==> src/rtl/hive_rbus_ctl_pkg.sv <==
// Shared widths and bus-request types for the hive register-bus controller.
package hive_rbus_ctl_pkg;

  localparam int HIVE_ADDR_W = 8;
  localparam int HIVE_ALU_W  = 32;

  typedef struct packed {
    logic                   rd;
    logic                   wr;
    logic                   host;
    logic [HIVE_ADDR_W-1:0] addr;
    logic [HIVE_ALU_W-1:0]  wr_data;
  } rbus_req_t;

  // Per-slot tag that travels alongside an access until its result stage.
  typedef struct packed {
    logic rd;
    logic host;
  } slot_tag_t;

endpackage

==> src/rtl/hive_pipe.sv <==
// Plain delay line: DEPTH register stages of WIDTH bits, cleared by reset.
module hive_pipe #(
  parameter int DEPTH = 2,
  parameter int WIDTH = 2
) (
  input  logic             clk_i,
  input  logic             rst_i,
  input  logic [WIDTH-1:0] d_i,
  output logic [WIDTH-1:0] q_o
);

  logic [WIDTH-1:0] r_stage [DEPTH];

  always_ff @(posedge clk_i or posedge rst_i) begin
    if (rst_i) begin
      for (int i = 0; i < DEPTH; i++) r_stage[i] <= '0;
    end else begin
      r_stage[0] <= d_i;
      for (int i = 1; i < DEPTH; i++) r_stage[i] <= r_stage[i-1];
    end
  end

  assign q_o = r_stage[DEPTH-1];

endmodule

==> src/rtl/hive_rbus_slot_arb.sv <==
// Slot arbiter: processor always wins; host launches into free slots when not busy,
// with a saturating wait counter that flags host starvation.
module hive_rbus_slot_arb #(
  parameter int WAIT_MAX = 15
) (
  input  logic clk_i,
  input  logic rst_i,
  input  logic cpu_req_i,
  input  logic host_req_i,
  input  logic host_done_i,
  output logic host_launch_o,
  output logic host_starve_o
);

  localparam int              CNT_W   = $clog2(WAIT_MAX + 1);
  localparam logic [CNT_W-1:0] CNT_MAX = CNT_W'(WAIT_MAX);

  logic             r_busy;
  logic [CNT_W-1:0] r_wait_cnt;

  assign host_launch_o = host_req_i & ~r_busy & ~cpu_req_i;

  // Busy spans launch through the ack cycle so only one host access is in flight.
  always_ff @(posedge clk_i or posedge rst_i) begin
    if (rst_i) begin
      r_busy <= 1'b0;
    end else if (host_launch_o) begin
      r_busy <= 1'b1;
    end else if (host_done_i) begin
      r_busy <= 1'b0;
    end
  end

  always_ff @(posedge clk_i or posedge rst_i) begin
    if (rst_i) begin
      r_wait_cnt    <= '0;
      host_starve_o <= 1'b0;
    end else begin
      host_starve_o <= (r_wait_cnt == CNT_MAX);
      if (!host_req_i || host_launch_o) begin
        r_wait_cnt <= '0;
      end else if (!r_busy && cpu_req_i && r_wait_cnt != CNT_MAX) begin
        r_wait_cnt <= r_wait_cnt + 1'b1;
      end
    end
  end

endmodule

==> src/rtl/hive_rbus_ctl.sv <==
// Register-bus controller: stage-0 slot decision, bus phase at +1, capture at +2,
// registered processor/host results at +3.
module hive_rbus_ctl
  import hive_rbus_ctl_pkg::*;
#(
  parameter int ADDR_W   = HIVE_ADDR_W,
  parameter int ALU_W    = HIVE_ALU_W,
  parameter int WAIT_MAX = 15
) (
  input  logic              clk_i,
  input  logic              rst_i,
  input  logic              cpu_rd_i,
  input  logic              cpu_wr_i,
  input  logic [ADDR_W-1:0] cpu_addr_i,
  input  logic [ALU_W-1:0]  cpu_wr_data_i,
  output logic [ALU_W-1:0]  cpu_rd_data_3_o,
  output logic [ADDR_W-1:0] rbus_addr_o,
  output logic              rbus_wr_o,
  output logic              rbus_rd_o,
  output logic [ALU_W-1:0]  rbus_wr_data_o,
  input  logic [ALU_W-1:0]  rbus_rd_data_i,
  input  logic              host_req_i,
  input  logic              host_wr_i,
  input  logic [ADDR_W-1:0] host_addr_i,
  input  logic [ALU_W-1:0]  host_wr_data_i,
  output logic              host_ack_o,
  output logic [ALU_W-1:0]  host_rd_data_o,
  output logic              host_starve_o,
  output logic              err_o
);

  logic      w_cpu_req;
  logic      w_host_launch;
  rbus_req_t w_req;
  logic [1:0] w_tag_q;
  slot_tag_t w_tag_2;

  assign w_cpu_req = cpu_rd_i | cpu_wr_i;

  hive_rbus_slot_arb #(.WAIT_MAX(WAIT_MAX)) u_arb (
    .clk_i         (clk_i),
    .rst_i         (rst_i),
    .cpu_req_i     (w_cpu_req),
    .host_req_i    (host_req_i),
    .host_done_i   (host_ack_o),
    .host_launch_o (w_host_launch),
    .host_starve_o (host_starve_o)
  );

  always_comb begin
    w_req = '0;
    if (w_cpu_req) begin
      // A simultaneous read+write degrades to the write alone.
      w_req.rd      = cpu_rd_i & ~cpu_wr_i;
      w_req.wr      = cpu_wr_i;
      w_req.addr    = cpu_addr_i;
      w_req.wr_data = cpu_wr_data_i;
    end else if (w_host_launch) begin
      w_req.rd      = ~host_wr_i;
      w_req.wr      = host_wr_i;
      w_req.host    = 1'b1;
      w_req.addr    = host_addr_i;
      w_req.wr_data = host_wr_data_i;
    end
  end

  always_ff @(posedge clk_i or posedge rst_i) begin
    if (rst_i) begin
      rbus_rd_o      <= 1'b0;
      rbus_wr_o      <= 1'b0;
      rbus_addr_o    <= '0;
      rbus_wr_data_o <= '0;
      err_o          <= 1'b0;
    end else begin
      rbus_rd_o <= w_req.rd;
      rbus_wr_o <= w_req.wr;
      if (w_req.rd || w_req.wr) begin
        rbus_addr_o    <= w_req.addr;
        rbus_wr_data_o <= w_req.wr_data;
      end
      err_o <= err_o | (cpu_rd_i & cpu_wr_i);
    end
  end

  hive_pipe #(.DEPTH(2), .WIDTH(2)) u_tag_pipe (
    .clk_i (clk_i),
    .rst_i (rst_i),
    .d_i   ({w_req.rd, w_req.host}),
    .q_o   (w_tag_q)
  );

  assign w_tag_2 = slot_tag_t'(w_tag_q);

  // Read data on the bus this cycle belongs to the slot tagged two stages back.
  always_ff @(posedge clk_i or posedge rst_i) begin
    if (rst_i) begin
      cpu_rd_data_3_o <= '0;
      host_ack_o      <= 1'b0;
      host_rd_data_o  <= '0;
    end else begin
      cpu_rd_data_3_o <= (w_tag_2.rd && !w_tag_2.host) ? rbus_rd_data_i : '0;
      host_ack_o      <= w_tag_2.host;
      if (w_tag_2.host) begin
        host_rd_data_o <= w_tag_2.rd ? rbus_rd_data_i : '0;
      end
    end
  end

endmodule

==> config.mk <==
export PLATFORM = sky130hd
export DESIGN_NAME = hive_rbus_ctl
export DESIGN_NICKNAME = d
export VERILOG_FILES = /design/src/rtl/hive_rbus_ctl_pkg.sv /design/src/rtl/hive_pipe.sv /design/src/rtl/hive_rbus_slot_arb.sv /design/src/rtl/hive_rbus_ctl.sv
export SDC_FILE = /design/constraint.sdc
export NUM_CORES = 1
export LEC_CHECK = 0
export BUFFER_PORTS_ARGS = -buffer_cell sky130_fd_sc_hd__buf_2
export CORE_MARGIN = 10
export CORE_UTILIZATION = 35
export DETAILED_ROUTE_END_ITERATION = 12
export PLACE_DENSITY_LB_ADDON = 0.25
export SKIP_LAST_GASP = 1
export SLEW_MARGIN = 10
export SYNTH_ARGS = -nofsm -noshare
export SYNTH_HDL_FRONTEND = slang
export SYNTH_SLANG_ARGS = --single-unit
==> constraint.sdc <==
create_clock -name clk_i -period 5.3 [get_ports clk_i]
set_clock_uncertainty 0.2 [all_clocks]
set_input_delay 1.06 -clock clk_i [delete_from_list [all_inputs] [get_ports clk_i]]
set_output_delay 1.06 -clock clk_i [all_outputs]
set_load 0.03 [all_outputs]
==> impl_metrics.yaml, run 1 <==
flow_run:
  drv_cap: 0
route:
  routed.top_layer: "met4"
  antenna_left: 0
  viasPerCell: 4.53
  vias: 3974
  first_pass_iters: 4
  wl_met3_mm: 1.38
  post-route-drc-count: 0
  met2_length_mm: 6.09
  drt_wl_total_mm: 13.4
  wl_per_cell_um: 15.3
  met1_length_mm: 5.72
  detail_route.iter0.violations: 236
critical_path:
  worstReg2RegStart: "u_arb.r_busy$_DFFE_PP0P_"
  r2r_setup_slack_ns: 3.37
  critPathMaxFanout: 62
  startpoint_type: "primary input"
  critical_path_arrival_ns: 2.45
  required_ns: 5.41
  endpoint_kind: "flop"
  rr_worst_depth: 4
  reg2reg_to: "rbus_wr_data_o[25]$_DFFE_PP0P_"
  crit_type: "primary input to flop"
synth:
  yosysTopAreaCellShare_pct: 64.0
  ys_seq_elements: 117
  yosysUniqueCellTypes: 25
  ys_warn_count: 0
  synth.area.top_cells: "dfrtp_1 64%, nand2_1 9.4%, a31oi_1 5.5%"
  syn-num-nets: 587
  synthArstFlopShare_pct: 100
  synth_ff_type: "dfrtp_1"
  syn_area_um2: 4570
  synth_edf_count: 0
  yosys.area.top_type: "dfrtp_1"
  ys_seq_area_share_pct: 64.0
  syn_avg_cell_area_um2: 9.77
  synthesis.instances: 468
power:
  p_seq_share_pct: 35.7
  switching_share_pct: 35.3
  p_int_mw: 2.15
  leakage_nw: 3.41
  p_switching_mw: 1.17
  combPwrFrac_pct: 28.3
  p_per_area_nw_per_um2: 513
  clkPwrFrac_pct: 35.9
  ir_drop_uv: 188
  power_mw: 3.32
die:
  initial_utilization_pct: 35.9
  pin_count: 227
  die_width_um: 134
  die_y_um: 134
  rows: 41
  die-area_um2: 18000
  coreArea_um2: 12700
final_layout:
  num-nets-final: 811
  n_antenna_cell: 0
  final_cells: 877
  layout-drive-gt1-share_pct: 38.0
  stdcell_area_um2: 6480
  final_common_cell: "buf_2"
  area_delta_synth_final_pct: 41.7
  layout_common_cells: "226 x buf_2, 116 x dfrtp_1, 114 x nand2_1, 42 x nor2_1, 40 x a31oi_1"
  fillCellCount: 1200
  post-route-util_pct: 50.9
global_routing:
  gr-usage-all-layers_pct: 14.8
  grt_overflow: 0
  grt_pass1_vias: 4254
  grt_pass1_wl_mm: 21.6
  grt_max_degree: 63
  antenna_found_initial: 0
sta:
  worst_slew_pin_slew_ns: 0.646
  clock.fmax_mhz: 429
  finalMaxSlewViolations: 0
  fin_tns_setup_ns: 0
  hold_viol_final: 0
  hold_ws_ns: 0.154
  slew_headroom_pct: 56.9
  setup_slack_ns: 2.97
  layout_worst_path_cycle_share_pct: 44.0
  rsz0062_at_grt: "no"
  finalSetupViolCount: 0
  final.min_clock_period_ns: 2.33
placed_design:
  dpl.cell_count: 845
  place_ws_ns: 2.55
  numPortBuffers: 226
  gp_congestion: 0.794
  dp_hpwl_mm: 10.1
  placed_cell_area_um2: 5850
clock_tree:
  cts_buffers: 17
  clk_latency_ns: 0.40
  postCtsSetupRepairBufs: 0
  post_cts_resized: 0
  cts_num_sinks: 117
  cts_tree: "yes"
  ctsHoldBuffers: 0
  cts_max_path_buffers: 2
  htreeDepth: 4
  clkTransAtPathRegs_ns: 0.06
  cts-root-buf: "clkbuf_16"
worst_hold_path:
  min-delay-start: "u_tag_pipe.r_stage[2]$_DFF_PP0_"
  hp-class: "flop to flop"
  whs_endpoint: "u_tag_pipe.q_o[0]$_DFF_PP0_"
  hold_depth: 0
status:
  outcome: "completed"
## state kept, by name, indices dropped and copies added, names as in the netlist, 2 cells and up
name / flops
cpu_rd_data_3_o: 32
host_rd_data_o: 32
rbus_addr_o: 8
rbus_wr_data_o: 32
u_arb.r_wait_cnt: 4
u_tag_pipe.q_o: 2
## critical path, cell delays in order
cell and delay [ns]:
buf_2 0.14, nor2_4 0.38, buf_4 0.56, nor2_1 0.09, a31oi_1 0.20
## metal layers
layer	vias to the layer above	track usage (%)
met3	20	6.98
li1	1947	-
met4	0	5.20
met5	-	0
met1	1823	17.3
met2	184	23.4
## power by group through the flow
stage / clock, mW / sequential [mW] / combinational, mW
2_1_floorplan: 0 / 1.55 / 0.279
3_5_place_dp: 0 / 1.20 / 0.960
4_1_cts: 1.22 / 1.19 / 0.962
3_3_place_gp: 0 / 1.20 / 0.941
5_1_grt: 1.26 / 1.21 / 1.04
6_report: 1.19 / 1.19 / 0.941
## final cells by class
class                   count  area, um^2  area share (%)
repair buffers            233        1180            18.3
clock inverters            13         180            2.78
well taps                 172         215            3.32
inverters                  35         134            2.07
multi-input cells         288        1390            21.5
flip-flops and latches    117        2930            45.2
clock buffers              19         443            6.84
## worst max-delay path by stage
stage,startpoint,end,slack [ns],cells past startpoint
after CTS,cpu_wr_i,rbus_wr_data_o[25]$_DFFE_PP0P_,2.99,5
after global placement,cpu_wr_i,rbus_wr_data_o[9]$_DFFE_PP0P_,2.65,5
after floorplan,rst_i,cpu_rd_data_3_o[0]$_DFF_PP0_,0.94,1
after global routing,cpu_wr_i,rbus_wr_data_o[16]$_DFFE_PP0P_,2.83,5
after detailed placement,cpu_wr_i,rbus_wr_data_o[25]$_DFFE_PP0P_,2.55,5
final,cpu_wr_i,rbus_wr_data_o[25]$_DFFE_PP0P_,2.97,5
## Yosys cell counts, types with 2 or more instances
cell type and count:
a21boi_1 2, nand2b_1 2, nor2_1 42, o21ai_1 35, nand2_1 114, o21ai_0 2, nor2b_1 3, and2_1 33
inv_1 35, a21o_1 2, or2_1 2, dfrtp_1 117, buf_2 19, a21oi_1 2, a31oi_1 40, clkbuf_1 9
## logic make-up after synthesis
family | Yosys count | share of synthesized area [%]
AOI/OAI and AO/OA | 86 | 10.9
adders and majority gates | 1 | 0.274
buffers and inverters | 63 | 5.69
DFF | 117 | 64.0
and+or+nand+nor | 201 | 19.0
(Power assumes the default switching activity.)
==> inputs of run 2 (changes only) <==
--- a/config.mk
+++ b/config.mk
@@ -5,6 +5,7 @@
 export SDC_FILE = /design/constraint.sdc
 export NUM_CORES = 1
 export LEC_CHECK = 0
+export ABC_AREA = 1
 export BUFFER_PORTS_ARGS = -buffer_cell sky130_fd_sc_hd__buf_2
 export CORE_MARGIN = 10
 export CORE_UTILIZATION = 35
==> constraint.sdc (replaced) <==
create_clock -name clk_i -period 2.1 [get_ports clk_i]
set_clock_uncertainty 0.2 [all_clocks]
set_input_delay 0.42 -clock clk_i [delete_from_list [all_inputs] [get_ports clk_i]]
set_output_delay 0.42 -clock clk_i [all_outputs]
set_load 0.03 [all_outputs]
==> impl_metrics.yaml, run 2 <==
synth:
  yosysUniqueCellTypes: 19
  synth.area.top_cells: "dfrtp_1 66%, nand2_1 14%, nand3_1 5.5%"
  synth_ff_type: "dfrtp_1"
  syn_avg_cell_area_um2: 9.37
  ys_seq_elements: 117
  synthesis.instances: 473
  synth_edf_count: 0
  synthArstFlopShare_pct: 100
  ys_warn_count: 0
  yosys.area.top_type: "dfrtp_1"
  yosysTopAreaCellShare_pct: 66.1
  ys_seq_area_share_pct: 66.1
  synthTopCellsByCount: "167 x nand2_1, 117 x dfrtp_1, 49 x nand3_1"
  synth_most_common_cell: "nand2_1"
  syn_area_um2: 4430
  syn-num-nets: 592
flow_run:
  drv_cap: 0
global_routing:
  grt_pass1_wl_mm: 22.2
  grt_overflow: 0
  grt_pass1_vias: 4406
  gr-usage-all-layers_pct: 15.9
  met2_usage_pct: 24.3
  use_met3_pct: 8.55
  grt_max_degree: 116
  grt.met1_usage_pct: 18.1
  antenna_found_initial: 0
  top_usage_layer: "met2"
sta:
  final.min_clock_period_ns: 1.65
  rsz0062_at_grt: "no"
  fin_tns_setup_ns: 0
  hold_viol_final: 0
  finalSetupViolCount: 0
  finalMaxSlewViolations: 0
  layout_worst_path_cycle_share_pct: 78.6
  worst_slew_pin_slew_ns: 0.629
  slew_headroom_pct: 58.0
  clock.fmax_mhz: 606
route:
  wl_per_cell_um: 15.3
  drt_wl_total_mm: 13.7
  detail_route.iter0.violations: 275
  viasPerCell: 4.47
  vias: 4004
  antenna_left: 0
  post-route-drc-count: 0
  first_pass_iters: 5
final_layout:
  n_antenna_cell: 0
  layout_common_cells: "226 x buf_2, 167 x nand2_1, 117 x dfrtp_1, 49 x nand3_1, 39 x inv_1"
  regArea_um2: 2930
  fillCellCount: 1208
  layout-drive-gt1-share_pct: 37.0
  num-nets-final: 833
  final_common_cell: "buf_2"
  multi_input_area_um2: 1240
  post-route-util_pct: 50.9
  area_delta_synth_final_pct: 43.6
  top_regs: "cpu_rd_data_3_o: 32 flops, host_rd_data_o: 32 flops, rbus_wr_data_o: 32 flops"
clock_tree:
  cts_max_path_buffers: 2
  htreeDepth: 4
  cts_buffers: 17
  clk_latency_ns: 0.42
  cts_num_sinks: 117
  clkTransAtPathRegs_ns: 0.05
  post_cts_resized: 0
  cts-root-buf: "clkbuf_16"
  cts_tree: "yes"
placed_design:
  gp_congestion: 0.789
  numPortBuffers: 226
  dp_hpwl_mm: 10.1
die:
  initial_utilization_pct: 35.4
  die_y_um: 133
  pin_count: 227
  coreArea_um2: 12500
  die-area_um2: 17600
  die_width_um: 133
  rows: 41
critical_path:
  required_ns: 1.48
  startpoint_type: "flop"
  crit_type: "flop to output port"
  path_cells: "buf_2"
  path_buf_inv: 1
  critPathTopFamily: "flip-flops"
  critPathMaxFanout: 2
  crit_path_top_delay_cell: "dfrtp_1"
  endpoint_kind: "output port"
  slowest_delay_ns: 0.39
  critical_path_arrival_ns: 1.03
power:
  ir_drop_uv: 465
  leakage_nw: 3.63
  p_per_area_nw_per_um2: 1210
status:
  outcome: "completed"
worst_hold_path:
  hp-class: "primary input to flop"
[run 2: cell types whose count changed after synthesis, sizes merged, moves of 6 or more]
cell / before / now
and2: 33 / 0
nand3: 1 / 49
nor2: 43 / 37
a31oi: 40 / 0
buf: 19 / 11
inv: 35 / 43
nand2: 114 / 167
[run 2: cell type report]
cell class / count / area share [%]
flip-flops and latches: 117 / 46.0
repair buffers: 243 / 20.5
multi-input cells: 292 / 19.5
clock buffers: 23 / 7.51
well taps: 172 / 3.38
inverters: 43 / 2.59
clock inverters: 6 / 0.472
[run 2: timing repair]
action | 4_1_cts | 5_1_grt
setup endpoints to repair | 0 | 0
hold endpoints to repair | 10 | 0
hold buffers | 9 | 0
buffers inserted | 0 | 0
[run 2: final timing paths]
check,cells after the start,end,startpoint,slack [ns]
worst min register to register,0,u_tag_pipe.q_o[0]$_DFF_PP0_,u_tag_pipe.r_stage[2]$_DFF_PP0_,0.15
min in group asynchronous,3,rbus_wr_data_o[13]$_DFFE_PP0P_,rst_i,0.23
worst max-delay path,1,rbus_wr_data_o[16],rbus_wr_data_o[16]$_DFFE_PP0P_,0.45
worst max register to register,6,u_arb.r_wait_cnt[3]$_DFFE_PP0P_,u_arb.r_wait_cnt[0]$_DFFE_PP0P_,0.53
max in group asynchronous,4,rbus_wr_data_o[6]$_DFFE_PP0P_,rst_i,0.68
worst min-delay path,3,rbus_wr_data_o[4]$_DFFE_PP0P_,host_wr_data_i[4],0.006
[run 2: per-stage QoR]
step	std cells	total power, mW	setup slack (ns)	area, um^2	hold slack [ns]
5_1_grt	896	8.12	0.426	6370	0.00251
3_5_place_dp	858	5.26	0.469	5770	0.112
3_3_place_gp	858	5.22	0.520	5770	0.110
2_1_floorplan	473	4.43	0.0526	4440	0.131
6_report	896	7.69	0.450	6370	0.00616
4_1_cts	896	7.80	0.426	6370	0.000217
[run 2: per-layer routing]
| layer | share of wire, % | up-vias |
|---|---|---|
| li1 | - | 1948 |
| met5 | 0 | - |
| met1 | 42 | 1850 |
| met3 | 11 | 13 |
| met2 | 45 | 193 |
| met4 | 1.4 | 0 |
[run 2: cell families (layout without fill, tap and decap cells)]
| kind of cell | count (synthesis) | after routing | share of synthesized area, % |
|---|---|---|---|
| compound gates | 36 | 36 | 4.24 |
| xor+xnor | 1 | 1 | 0.198 |
| fa+ha+maj | 1 | 1 | 0.282 |
| buf+inv | 64 | 315 | 5.87 |
| flops | 117 | 117 | 66.1 |
| simple gates | 254 | 254 | 23.3 |
[run 2: power breakdown]
| group | leakage [nW] | internal [mW] | switching [mW] |
|---|---|---|---|
| logic | 1.89 | 0.634 | 1.59 |
| registers | 1.49 | 2.73 | 0.260 |
| clock network | 0.258 | 1.56 | 0.924 |
